[src/rtl/icache_pkg.sv]
// Shared types and constants for the direct-mapped instruction cache.
//   icache_state_t : fill controller states (IDLE, FETCH)
//   icache_iw()    : index width derived from the number of sets
//   icache_addr_t  : fetch address split for the default geometry
//   icache_frame_t : one cache block as read out of the arrays
package icache_pkg;

  typedef enum logic [0:0] {
    IDLE,
    FETCH
  } icache_state_t;

  function automatic int unsigned icache_iw(input int unsigned sets);
    return $clog2(sets);
  endfunction

  localparam int unsigned SETS_DEF  = 16;
  localparam int unsigned IW_DEF    = icache_iw(SETS_DEF);
  localparam int unsigned TAG_W_DEF = 32 - IW_DEF - 2;
  // Widest tag any legal geometry can have (SETS >= 2 gives IW >= 1).
  localparam int unsigned MAX_TAG_W = 29;

  typedef struct packed {
    logic [TAG_W_DEF-1:0] tag;
    logic [IW_DEF-1:0]    idx;
    logic [1:0]           bytoff;
  } icache_addr_t;

  typedef struct packed {
    logic                 valid;
    logic [MAX_TAG_W-1:0] tag;
    logic [31:0]          data;
  } icache_frame_t;

endpackage

[src/rtl/icache_dm_sat_counter.sv]
// Saturating up-counter: holds at all-ones instead of wrapping.
//   CLK   : clock
//   RST   : asynchronous active-high reset, clears the count
//   inc   : increment request for this cycle
//   count : current count
module sat_counter #(
  parameter int unsigned W = 16
) (
  input  logic         CLK,
  input  logic         RST,
  input  logic         inc,
  output logic [W-1:0] count
);

  logic [W-1:0] count_q;

  always_ff @(posedge CLK or posedge RST) begin
    if (RST) begin
      count_q <= '0;
    end else if (inc && (count_q != '1)) begin
      count_q <= count_q + W'(1);
    end
  end

  assign count = count_q;

endmodule

[src/rtl/icache_dm.sv]
// Direct-mapped, one-word-per-block instruction cache.
//   CLK, RST           : clock, asynchronous active-high reset
//   imemREN, imemaddr  : fetch request from the pipeline
//   halt               : blocks new misses (hits still served)
//   iinval             : invalidate every block
//   ihit, imemload     : zero-latency hit and word (word is 0 without a hit)
//   iREN, iaddr        : single-word fill request to the memory controller
//   iwait, iload       : fill handshake; data valid when iwait is 0
//   hit_count          : saturating count of hit cycles
//   miss_count         : saturating count of started fills
module icache_dm
  import icache_pkg::*;
#(
  parameter int unsigned SETS  = 16,
  parameter int unsigned CNT_W = 16
) (
  input  logic             CLK,
  input  logic             RST,
  input  logic             imemREN,
  input  logic [31:0]      imemaddr,
  input  logic             halt,
  input  logic             iinval,
  output logic             ihit,
  output logic [31:0]      imemload,
  output logic             iREN,
  output logic [31:0]      iaddr,
  input  logic             iwait,
  input  logic [31:0]      iload,
  output logic [CNT_W-1:0] hit_count,
  output logic [CNT_W-1:0] miss_count
);

  localparam int unsigned IW = icache_iw(SETS);
  localparam int unsigned TW = 30 - IW;

  icache_state_t state_q, state_d;
  logic [31:0]   miss_addr_q, miss_addr_d;
  logic          drop_q, drop_d;
  logic [SETS-1:0] valid_q, valid_d;
  logic [TW-1:0] tag_q  [SETS];
  logic [31:0]   data_q [SETS];

  logic [IW-1:0] req_idx, fill_idx;
  logic [TW-1:0] req_tag, fill_tag;
  icache_frame_t rd_frame;
  logic          hit;
  logic          fill_we;
  logic          miss_start;
  logic          unused_addr_bits;

  assign req_idx  = imemaddr[IW+1:2];
  assign req_tag  = imemaddr[31:IW+2];
  assign fill_idx = miss_addr_q[IW+1:2];
  assign fill_tag = miss_addr_q[31:IW+2];
  assign unused_addr_bits = ^imemaddr[1:0];

  always_comb begin
    rd_frame.valid = valid_q[req_idx];
    rd_frame.tag   = MAX_TAG_W'(tag_q[req_idx]);
    rd_frame.data  = data_q[req_idx];
  end

  // An invalidate in the same cycle wins over the hit it would otherwise produce.
  assign hit = (state_q == IDLE) && imemREN && !iinval && rd_frame.valid &&
               (rd_frame.tag == MAX_TAG_W'(req_tag));

  always_comb begin
    state_d     = state_q;
    miss_addr_d = miss_addr_q;
    drop_d      = drop_q;
    fill_we     = 1'b0;
    miss_start  = 1'b0;
    unique case (state_q)
      IDLE: begin
        drop_d = 1'b0;
        if (imemREN && !hit && !halt && !iinval) begin
          miss_addr_d = {imemaddr[31:2], 2'b00};
          state_d     = FETCH;
          miss_start  = 1'b1;
        end
      end
      FETCH: begin
        if (!iwait) begin
          // A fill that overlapped an invalidate may hold pre-invalidate data.
          fill_we = !(drop_q || iinval);
          drop_d  = 1'b0;
          state_d = IDLE;
        end else begin
          drop_d = drop_q || iinval;
        end
      end
      default: state_d = IDLE;
    endcase
  end

  always_comb begin
    valid_d = valid_q;
    if (fill_we) begin
      valid_d[fill_idx] = 1'b1;
    end
    if (iinval) begin
      valid_d = '0;
    end
  end

  always_ff @(posedge CLK or posedge RST) begin
    if (RST) begin
      state_q     <= IDLE;
      miss_addr_q <= '0;
      drop_q      <= 1'b0;
      valid_q     <= '0;
    end else begin
      state_q     <= state_d;
      miss_addr_q <= miss_addr_d;
      drop_q      <= drop_d;
      valid_q     <= valid_d;
    end
  end

  // Tag and data need no reset: valid gates every use.
  always_ff @(posedge CLK) begin
    if (fill_we) begin
      tag_q[fill_idx]  <= fill_tag;
      data_q[fill_idx] <= iload;
    end
  end

  assign ihit     = hit;
  assign imemload = hit ? rd_frame.data : 32'h0;
  assign iREN     = (state_q == FETCH);
  assign iaddr    = (state_q == FETCH) ? miss_addr_q : 32'h0;

  sat_counter #(
    .W(CNT_W)
  ) u_hit_cnt (
    .CLK  (CLK),
    .RST  (RST),
    .inc  (hit),
    .count(hit_count)
  );

  sat_counter #(
    .W(CNT_W)
  ) u_miss_cnt (
    .CLK  (CLK),
    .RST  (RST),
    .inc  (miss_start),
    .count(miss_count)
  );

endmodule

[config.mk]
export PLATFORM = sky130hd
export DESIGN_NAME = icache_dm
export DESIGN_NICKNAME = d
export VERILOG_FILES = /design/src/rtl/icache_pkg.sv /design/src/rtl/icache_dm_sat_counter.sv /design/src/rtl/icache_dm.sv
export SDC_FILE = /design/constraint.sdc
export NUM_CORES = 1
export LEC_CHECK = 0
export ABC_AREA = 1
export CORE_MARGIN = 2
export CORE_UTILIZATION = 49
export CTS_CLUSTER_SIZE = 28
export DETAILED_ROUTE_END_ITERATION = 6
export HOLD_SLACK_MARGIN = 0.05
export MAX_ROUTING_LAYER = met4
export PLACE_DENSITY = 0.66
export SLEW_MARGIN = 20
export SYNTH_ARGS = -nofsm -noshare
export SYNTH_HDL_FRONTEND = slang
export SYNTH_SLANG_ARGS = --single-unit
[constraint.sdc]
create_clock -name CLK -period 4.93 [get_ports CLK]
set_input_delay 0.493 -clock CLK [delete_from_list [all_inputs] [get_ports CLK]]
set_output_delay 0.493 -clock CLK [all_outputs]
set_load 0.05 [all_outputs]
==> impl_metrics.csv <==
group,metric,value,unit
cts,cts_buffers,102,
timing,clock_skew,0.0452,ns
detailed_routing,routed_via_density,5.59,
grt,overflow,0,
synthesis,ys_warn_count,0,
cells_and_area,layout-drive-gt1-share,0.0819,
grt,grt_pass1_wl,165000,um
cells_and_area,area_delta_synth_final,15.7,%
timing,setup_tns,0,ns
setup_path,required,4.44,ns
setup_path,cp-start-kind,"primary input",
grt,grt_max_degree,216,
cts,post_cts_resized,0,
synthesis,synthAdderAreaFrac,0.000590,
cells_and_area,final_nets,3965,
synthesis,synth_top_family_by_area,"simple AND/OR/NAND/NOR gates",
setup_path,crit_top_cell,"nand3_1",
setup_path,crit_type,"in -> out",
timing,period_minus_slack,4.34,ns
place,io_buffers,163,
synthesis,synth_edf_count,928,
synthesis,ys_seq_area_frac,0.704,
timing,max_freq,230,MHz
synthesis,ys.flop_type,"edfxtp_1",
synthesis,synth_seq_cells,1008,
synthesis,synth-simple-area-share,0.178,
setup_path,critPathBufInv,6,
cts,clkSlewWorstSetupHoldPaths,0.06,ns
cts,cts_max_level,3,
power,p_leak,18.7,nW
cts,cts_buffer_depth,3,
synthesis,synthMuxAreaShare,0,
detailed_routing,finalWirelength,110000,um
power,p_per_area,385,mW/mm2
setup_path,arrival,3.85,ns
setup_path,path_cells,"buf_6 > buf_4 > nand3_1 > nand3_1 > nand3_1 > nand3_1 > nand2_1 > inv_1 > nand2_1 > nor2_1 > nand2_1 > nor2_1 > nand2_4 > buf_4 > nor3_1 > buf_4 > buf_12",
detailed_routing,wl_per_cell,21.5,um
cells_and_area,fin_cells,5129,
cells_and_area,num-fill-cells,6978,
setup_path,max_stage_delay,0.72,ns
grt,grt_usage,0.251,
floorplan,fp.dieArea,0.0889,mm2
detailed_routing,ant_nets,0,
timing,finalHoldViolations,0,
timing,final.period_utilization,0.881,
grt,antenna_found_initial,5,
cts,cts_hold_buffers,0,
place,dp.cells,4933,
timing,rsz0062_at_grt,"false",
timing,finalSetupViolations,0,
power,p_sw,4.40,mW
synthesis,synthXorXnorAreaFrac,0.00268,
timing,hold-worst-slack,0.353,ns
floorplan,initial_core_util,0.496,
cts,postCtsSetupBuffers,0,
synthesis,synth_cell_types,40,
timing,slew_headroom,0.264,
outcome,violations,"design-rule violations",
detailed_routing,dr.pass1.iters,7,
power,p_int,14.5,mW
detailed_routing,remaining_drc_errors,1,
synthesis,synthTopCellsByArea,"edfxtp_1, nand2_1, dfrtp_1, nand3_1, a21oi_1",
power,combPwrFrac,0.069,
cts,cts.sinks,1008,
timing,finalMaxSlewViolations,0,
power,p_seq_frac,0.521,
detailed_routing,vias,28700,
grt,first_global_vias,27000,
power,max-vdd-ir-drop,0.000269,V
synthesis,async_reset_ff_frac,0.0794,
floorplan,ioPinCount,168,
setup_path,slowest_stage,"buf_4",
synthesis,synth_compound_area_frac,0.0643,
power,netSwitchingFraction,0.233,
synthesis,synth_top_area_share,0.657,
cts,cts_tree,"done",
setup_path,crit_family,"simple AND/OR/NAND/NOR gates",
cts,clk_latency,0.68,ns
power,power.share.clock,0.410,
synthesis,yosys.area.top_type,"edfxtp_1",
detailed_routing,drtIter0Drc,2797,
synthesis,synth.avg_cell_area,11.2,um2
outcome,status,"finished with violations",
place,place_congestion,0.897,
min_path,min_path_type,"in -> async",
timing,tightest_slew,1.10,ns
floorplan,core_area,0.0854,mm2
run,cap_violations,0,
cts,clock-root-buffer,"clkbuf_16",
setup_path,crit_fanout,57,
floorplan,fp.dieW,298,um
setup_path,end_kind,"output pin",
floorplan,rows,107,
floorplan,die_h,298,um
synthesis,syn-instance-count,3770,
place,dp_hpwl,57200,um
synthesis,netlist_area,0.0424,mm2
==> final cells by class <==
class                      count  area, um2  area share
clock buffer                 129       2740      0.0558
sequential                  1008      29900       0.609
inverter                     289       1120      0.0228
clock inverter                62        638      0.0130
antenna                        5       12.5    0.000255
tap                         1144       1430      0.0292
multi-input combinational   2256      10600       0.215
timing repair buffer         236       2700      0.0551
==> worst paths after layout <==
kind / startpoint / endpoint / slack [ns] / depth (start not counted)
min in group CLK: imemaddr[24] / miss_addr_q[24] / 0.45 / 3
min: RST / u_miss_cnt.count[2] / 0.35 / 2
max in group asynchronous: RST / miss_addr_q[13] / 3.62 / 3
max reg2reg: tag_q[7][19] / u_miss_cnt.count[4] / 1.75 / 17
max: imemaddr[3] / imemload[31] / 0.59 / 17
min reg2reg: valid_q[12] / valid_q[12] / 0.50 / 2
==> per-layer routing <==
layer | wire [um] | up-vias | global-route usage
met5 | 0 | - | -
met4 | 3100 | 0 | 0.0883
met1 | 46000 | 14100 | 0.338
met2 | 52700 | 1087 | 0.392
li1 | - | 13300 | -
met3 | 8290 | 196 | 0.0388
==> kinds of logic (layout without fill, tap and decap cells) <==
family,count (synthesis),count (layout)
fa+ha+maj,2,2
flops,1008,1008
other cells,1,7
simple gates,1796,1796
xor+xnor,13,13
compound gates,443,443
buf+inv,507,716
==> through the flow <==
step	area [um2]	util	total power, mW	setup slack, ns
floorplan	42400	-	10.8	0.863
global placement	45700	0.535	11.3	0.655
detailed placement	45700	0.535	11.3	0.653
CTS	49100	0.574	19.0	0.634
global route	49100	0.574	19.5	0.363
finish	49100	0.574	18.9	0.588
==> state kept, by name (all words and copies together), names as in the netlist <==
name and flops:
u_hit_cnt.count 16, miss_addr_q 30, tag_q 416, u_miss_cnt.count 16, iREN 1, data_q 512
valid_q 16, drop_q 1
==> cell usage in the layout (no fill, tap or decap), drive strengths merged, types with 15 or more instances in the layout <==
cell              n
a21oi           230
a221oi           76
a311oi           22
buf             110
clkbuf          129
clkdlybuf4s50   126
clkinv           46
dfrtp            80
edfxtp          928
inv             290
nand2          1134
nand3           342
nand4            32
nor2            205
nor3             68
o211ai           15
o21ai            70
==> synth_stat cells, types with 3 or more instances <==
| cell | number |
|---|---|
| nor2_1 | 201 |
| buf_2 | 60 |
| o211ai_1 | 15 |
| nand3_1 | 341 |
| buf_6 | 8 |
| a311oi_1 | 22 |
| dfrtp_1 | 80 |
| nor3_1 | 38 |
| nand4_1 | 32 |
| a31oi_1 | 5 |
| a32o_1 | 10 |
| inv_1 | 286 |
| or2_2 | 5 |
| nand2_1 | 1132 |
| a21oi_1 | 230 |
| nor4_1 | 3 |
| buf_1 | 29 |
| buf_4 | 19 |
| nor3_2 | 30 |
| xnor2_1 | 7 |
| xor2_1 | 6 |
| a211oi_1 | 10 |
| clkbuf_1 | 102 |
| a221o_1 | 5 |
| a221oi_1 | 76 |
| o21ai_1 | 36 |
| o21ai_0 | 34 |
| edfxtp_1 | 928 |
==> power by group through the flow <==
stage | clock, mW | sequential, mW | combinational, mW
after detailed placement | 0 | 10.0 | 1.30
after global routing | 8.21 | 9.88 | 1.43
after CTS | 7.85 | 9.85 | 1.30
after global placement | 0 | 10.0 | 1.28
final | 7.75 | 9.85 | 1.30
after floorplan | 0 | 9.99 | 0.783
(Power assumes the default switching activity.)
